<file path="config.mk">
export PLATFORM = sky130hd
export DESIGN_NAME = main_mem_arbiter
export DESIGN_NICKNAME = d
export VERILOG_FILES = /design/src/rtl/main_mem_arbiter.sv
export SDC_FILE = /design/constraint.sdc
export NUM_CORES = 1
export LEC_CHECK = 0
export ABC_CLOCK_PERIOD_IN_PS = 10660
export CAP_MARGIN = 15
export CORE_AREA = 2 2 166 168
export DETAILED_ROUTE_END_ITERATION = 16
export DIE_AREA = 0 0 168 170
export PLACE_DENSITY_LB_ADDON = 0.25
export SETUP_SLACK_MARGIN = 0.2
export SLEW_MARGIN = 20
export SYNTH_ARGS = -nofsm -noshare
export SYNTH_HDL_FRONTEND = slang
export SYNTH_SLANG_ARGS = --single-unit
</file>
<file path="constraint.sdc">
create_clock -name clk -period 10.66 [get_ports clk]
set_clock_uncertainty 0.2 [all_clocks]
set_input_delay 2.132 -clock clk [delete_from_list [all_inputs] [get_ports clk]]
set_output_delay 2.132 -clock clk [all_outputs]
set_load 0.01 [all_outputs]
</file>
<file path="src/rtl/main_mem_arbiter.sv">
// Main-memory arbiter: shares one memory port between icache fills and
// dcache reads/writebacks, one transaction outstanding at a time.
//
// state | meaning
// IDLE  | no transaction; requesters may be granted
// ISSUE | mem_req_valid asserted with latched fields, waiting for mem_req_ready
// WAIT  | request taken by memory, waiting for mem_resp_valid
module main_mem_arbiter #(
  parameter int BLOCK_ADDR_WIDTH = 29,
  parameter int BLOCK_DATA_WIDTH = 64
) (
  input  logic                        clk,
  input  logic                        rst,
  input  logic                        ic_req_valid,
  output logic                        ic_req_ready,
  input  logic [BLOCK_ADDR_WIDTH-1:0] ic_req_addr,
  input  logic                        ic_flush,
  output logic                        ic_resp_valid,
  output logic [BLOCK_DATA_WIDTH-1:0] ic_resp_data,
  input  logic                        dc_req_valid,
  output logic                        dc_req_ready,
  input  logic                        dc_req_we,
  input  logic [BLOCK_ADDR_WIDTH-1:0] dc_req_addr,
  input  logic [BLOCK_DATA_WIDTH-1:0] dc_req_wdata,
  output logic                        dc_resp_valid,
  output logic [BLOCK_DATA_WIDTH-1:0] dc_resp_data,
  output logic                        mem_req_valid,
  input  logic                        mem_req_ready,
  output logic                        mem_req_we,
  output logic [BLOCK_ADDR_WIDTH-1:0] mem_req_addr,
  output logic [BLOCK_DATA_WIDTH-1:0] mem_req_wdata,
  input  logic                        mem_resp_valid,
  input  logic [BLOCK_DATA_WIDTH-1:0] mem_resp_data,
  output logic                        busy
);

  typedef enum logic [1:0] {IDLE, ISSUE, WAIT} state_t;

  state_t                      state_q, state_d;
  logic                        last_dc_q, last_dc_d;   // 1: dcache got the last grant
  logic                        owner_dc_q, owner_dc_d;
  logic                        drop_q, drop_d;
  logic                        we_q, we_d;
  logic [BLOCK_ADDR_WIDTH-1:0] addr_q, addr_d;
  logic [BLOCK_DATA_WIDTH-1:0] wdata_q, wdata_d;
  logic                        ic_resp_valid_q, ic_resp_valid_d;
  logic [BLOCK_DATA_WIDTH-1:0] ic_resp_data_q, ic_resp_data_d;
  logic                        dc_resp_valid_q, dc_resp_valid_d;
  logic [BLOCK_DATA_WIDTH-1:0] dc_resp_data_q, dc_resp_data_d;

  logic ic_elig, grant_ic, grant_dc, can_grant, ic_acc, dc_acc;

  // A flushed icache request is not eligible; on a tie the requester that
  // did not win last time is granted.
  assign ic_elig   = ic_req_valid & ~ic_flush;
  assign grant_dc  = dc_req_valid & (~ic_elig | ~last_dc_q);
  assign grant_ic  = ic_elig & (~dc_req_valid | last_dc_q);
  assign can_grant = (state_q == IDLE) & ~rst;

  assign ic_req_ready = can_grant & grant_ic;
  assign dc_req_ready = can_grant & grant_dc;
  assign ic_acc       = ic_req_valid & ic_req_ready;
  assign dc_acc       = dc_req_valid & dc_req_ready;

  assign mem_req_valid = (state_q == ISSUE);
  assign mem_req_we    = we_q;
  assign mem_req_addr  = addr_q;
  assign mem_req_wdata = wdata_q;
  assign busy          = (state_q != IDLE);
  assign ic_resp_valid = ic_resp_valid_q;
  assign ic_resp_data  = ic_resp_data_q;
  assign dc_resp_valid = dc_resp_valid_q;
  assign dc_resp_data  = dc_resp_data_q;

  // Next-state: accept, issue, wait for response, route or drop it.
  always_comb begin
    state_d         = state_q;
    last_dc_d       = last_dc_q;
    owner_dc_d      = owner_dc_q;
    drop_d          = drop_q;
    we_d            = we_q;
    addr_d          = addr_q;
    wdata_d         = wdata_q;
    ic_resp_valid_d = 1'b0;
    ic_resp_data_d  = ic_resp_data_q;
    dc_resp_valid_d = 1'b0;
    dc_resp_data_d  = dc_resp_data_q;
    case (state_q)
      IDLE: begin
        if (dc_acc) begin
          owner_dc_d = 1'b1;
          last_dc_d  = 1'b1;
          we_d       = dc_req_we;
          addr_d     = dc_req_addr;
          wdata_d    = dc_req_wdata;
          state_d    = ISSUE;
        end else if (ic_acc) begin
          owner_dc_d = 1'b0;
          last_dc_d  = 1'b0;
          we_d       = 1'b0;
          addr_d     = ic_req_addr;
          wdata_d    = '0;
          state_d    = ISSUE;
        end
      end
      ISSUE: begin
        if (!owner_dc_q && ic_flush) drop_d = 1'b1;
        if (mem_req_ready) state_d = WAIT;
      end
      WAIT: begin
        if (!owner_dc_q && ic_flush) drop_d = 1'b1;
        if (mem_resp_valid) begin
          state_d = IDLE;
          drop_d  = 1'b0;
          if (owner_dc_q) begin
            dc_resp_valid_d = 1'b1;
            dc_resp_data_d  = mem_resp_data;
          end else if (!drop_q && !ic_flush) begin
            ic_resp_valid_d = 1'b1;
            ic_resp_data_d  = mem_resp_data;
          end
        end
      end
      default: state_d = IDLE;
    endcase
  end

  // State and output registers; reset abandons any transaction in flight.
  always_ff @(posedge clk or posedge rst) begin
    if (rst) begin
      state_q         <= IDLE;
      last_dc_q       <= 1'b0;
      owner_dc_q      <= 1'b0;
      drop_q          <= 1'b0;
      we_q            <= 1'b0;
      addr_q          <= '0;
      wdata_q         <= '0;
      ic_resp_valid_q <= 1'b0;
      ic_resp_data_q  <= '0;
      dc_resp_valid_q <= 1'b0;
      dc_resp_data_q  <= '0;
    end else begin
      state_q         <= state_d;
      last_dc_q       <= last_dc_d;
      owner_dc_q      <= owner_dc_d;
      drop_q          <= drop_d;
      we_q            <= we_d;
      addr_q          <= addr_d;
      wdata_q         <= wdata_d;
      ic_resp_valid_q <= ic_resp_valid_d;
      ic_resp_data_q  <= ic_resp_data_d;
      dc_resp_valid_q <= dc_resp_valid_d;
      dc_resp_data_q  <= dc_resp_data_d;
    end
  end

endmodule

</file>
==> flow_metrics.env <==
export IMPL_dieArea_sq_um=28600
export IMPL_met3_usage=0.0595
export IMPL_cts_sinks=228
export IMPL_tns_ns=0
export IMPL_dp_slack_ns=3.64
export IMPL_cts_resized=0
export IMPL_post_cts_setup_buffer_count=0
export IMPL_rsz0062_at_grt="no"
export IMPL_p_sw_frac=0.305
export IMPL_vias=6578
export IMPL_cts_tree="yes"
export IMPL_min_period_ns=7.03
export IMPL_synth_fp_nets=806
export IMPL_fin_util=0.532
export IMPL_synth_common_cells="228 x dfrtp_1, 81 x mux2_2, 65 x a22o_1"
export IMPL_numCtsBuffers=25
export IMPL_slew_headroom=0.309
export IMPL_insertedDiodeCount=0
export IMPL_synth_avg_cell_area_sq_um=14.6
export IMPL_antenna_left=0
export IMPL_multi_input_area_sq_um=2910
export IMPL_holdPathStages=1
export IMPL_synth_edff_count=0
export IMPL_p_seq_frac=0.363
export IMPL_whs_ns=0.296
export IMPL_grt_pass1_vias=6893
export IMPL_critPathLaunchType="input pin"
export IMPL_wire_per_inst_microns=19.0
export IMPL_synth_async_sr_flop_share=1.00
export IMPL_fp_coreArea_sq_um=26700
export IMPL_wl_microns=26300
export IMPL_leakage_nw=6.42
export IMPL_drc=0
export IMPL_start_util=0.333
export IMPL_drtIter0Drc=370
export IMPL_syn_cell_area_sq_um=8870
export IMPL_ios=422
export IMPL_use_met2=0.299
export IMPL_grt_busiest_layer="met2"
export IMPL_dp_cells=1338
export IMPL_path_clk_slew_ns=0.06
export IMPL_die_y_microns=170
export IMPL_pwr_share_comb=0.426
export IMPL_grt_pass1_wl_microns=39800
export IMPL_h_tree_depth=1
export IMPL_r2r_cells=6
export IMPL_synth_top_area_share=0.643
export IMPL_max_slew_worst_pin_slew_ns=1.04
export IMPL_fmax_ghz=0.142
export IMPL_fin_ws_ns=3.63
export IMPL_use_met1=0.212
export IMPL_setup_worst_path_class="input pin to output pin"
export IMPL_avgViaCountPerCell=4.76
export IMPL_synth_seq_cells=228
export IMPL_root_buffer="clkbuf_16"
export IMPL_ys_warn_count=0
export IMPL_yosysTopAreaCell="dfrtp_1"
export IMPL_drv_cap=0
export IMPL_ys_seq_area_frac=0.643
export IMPL_clk_latency_ns=0.54
export IMPL_irDropWorstVdd_mv=0.159
export IMPL_slew_viol_final=0
export IMPL_synthDistinctLibCells=27
export IMPL_internal_power_mw=2.84
export IMPL_final_nets=1222
export IMPL_path_max_fanout=96
export IMPL_synth_flop_cell="dfrtp_1"
export IMPL_cp_arrival_ns=4.70
export IMPL_layout_drive_gt1_share=0.178
export IMPL_cts_hold_buffers_added=0
export IMPL_hpwl_microns=18200
export IMPL_status="finished, final reports clean"
export IMPL_switchingPower_mw=1.25
export IMPL_first_pass_iters=5
export IMPL_clockPowerShare=0.211
export IMPL_seq_area_sq_um=5710
export IMPL_clock_path_buffers=3
export IMPL_fp_row_count=60
export IMPL_gp_congestion=0.776
export IMPL_grt_overflow_total=0
export IMPL_power_density_nw_per_um2=288
export IMPL_antenna_found_initial=0
export IMPL_yosys_cell_count_top_type="dfrtp_1"
export IMPL_areaGrowthSynthToFinish_pct=59.8
export IMPL_post_route_period_util=0.660
export IMPL_cp_required_ns=8.33
export IMPL_netlist_instances=608
export IMPL_grtUsageTotal=0.176
export IMPL_grt_max_degree=97
export IMPL_final_instance_count_excl_fill=1382
export IMPL_fillers=2277
export IMPL_worstSetupEndpointType="output pin"
export IMPL_yosys_top_cells_area="dfrtp_1 64%, mux2_2 10%, mux2_4 8.3%"
export IMPL_report_final_setup_viol=0
export IMPL_hp_class="register to register"
export IMPL_die_w_microns=168
export IMPL_hold_viol_final=0
export IMPL_io_buffers=421
metrics by stage:
step	total power [mW]	instance area (sq um)
2_1_floorplan	2.20	8870
5_1_grt	4.30	14200
4_1_cts	4.13	14200
3_3_place_gp	3.23	13400
6_report	4.08	14200
3_5_place_dp	3.25	13400
critical path, cell delays in order:
cell and delay (ns):
clkdlybuf4s50_1 0.57, nor2b_2 0.30, nand3_1 0.15, inv_2 0.06
buf_4 0.76, clkdlybuf4s50_1 0.70
layout make-up:
class / instances / area share
Clock buffer: 34 / 0.0508
Tap cell: 341 / 0.0301
Timing Repair Buffer: 428 / 0.301
Clock inverter: 10 / 0.00689
Multi-Input combinational cell: 331 / 0.205
Inverter: 10 / 0.00318
Sequential cell: 228 / 0.403
cell families (layout without fill, tap and decap cells):
family / count (synthesis) / count (layout) / synth area share
compound gates: 131 / 131 / 0.103
fa+ha+maj: 4 / 4 / 0.00564
buf+inv: 49 / 482 / 0.0315
flops: 228 / 228 / 0.643
mux: 130 / 130 / 0.186
simple gates: 66 / 66 / 0.0303
power by group through the flow:
stage	clock [mW]	combinational, mW	sequential (mW)
finish	0.860	1.74	1.48
global route	0.921	1.85	1.53
CTS	0.886	1.76	1.49
detailed placement	0	1.76	1.49
global placement	0	1.75	1.48
floorplan	0	0.540	1.66
registers in the layout, summed over array words and instances, names as in the netlist:
signal / flops
ic_resp_valid: 1
dc_resp_valid: 1
mem_req_wdata: 64
owner_dc_q: 1
mem_req_addr: 29
dc_resp_data: 64
ic_resp_data: 64
state_q: 2
drop_q: 1
mem_req_we: 1
metal layers:
layer	wire, microns	part of all wire
met5	0	0
met3	2460	0.093
met1	10400	0.40
met4	722	0.027
met2	12700	0.48
cell usage in the layout, fill, tap and decap left out, drive strengths merged, types with 2 or more instances in the layout:
| cell type | count |
|---|---|
| mux2 | 130 |
| a21oi | 59 |
| a31oi | 2 |
| clkinv | 6 |
| buf | 7 |
| dfrtp | 228 |
| nor2 | 29 |
| nand2 | 30 |
| clkbuf | 34 |
| inv | 10 |
| clkdlybuf4s50 | 421 |
| clkinvlp | 3 |
| ha | 4 |
| a22o | 65 |
| nor2b | 2 |
| nand3 | 3 |
path summary, 6_finish.rpt:
kind	from	end	slack (ns)
max	rst	dc_req_ready	3.63
min	mem_req_wdata[29]	mem_req_wdata[29]	0.30
max reg2reg	state_q[0]	dc_resp_data[61]	7.73
min reg2reg	mem_req_wdata[29]	mem_req_wdata[29]	0.30
max in group asynchronous	rst	ic_resp_data[8]	6.80
min in group asynchronous	rst	mem_req_addr[9]	2.05
Power figures use the tool's default switching activity.
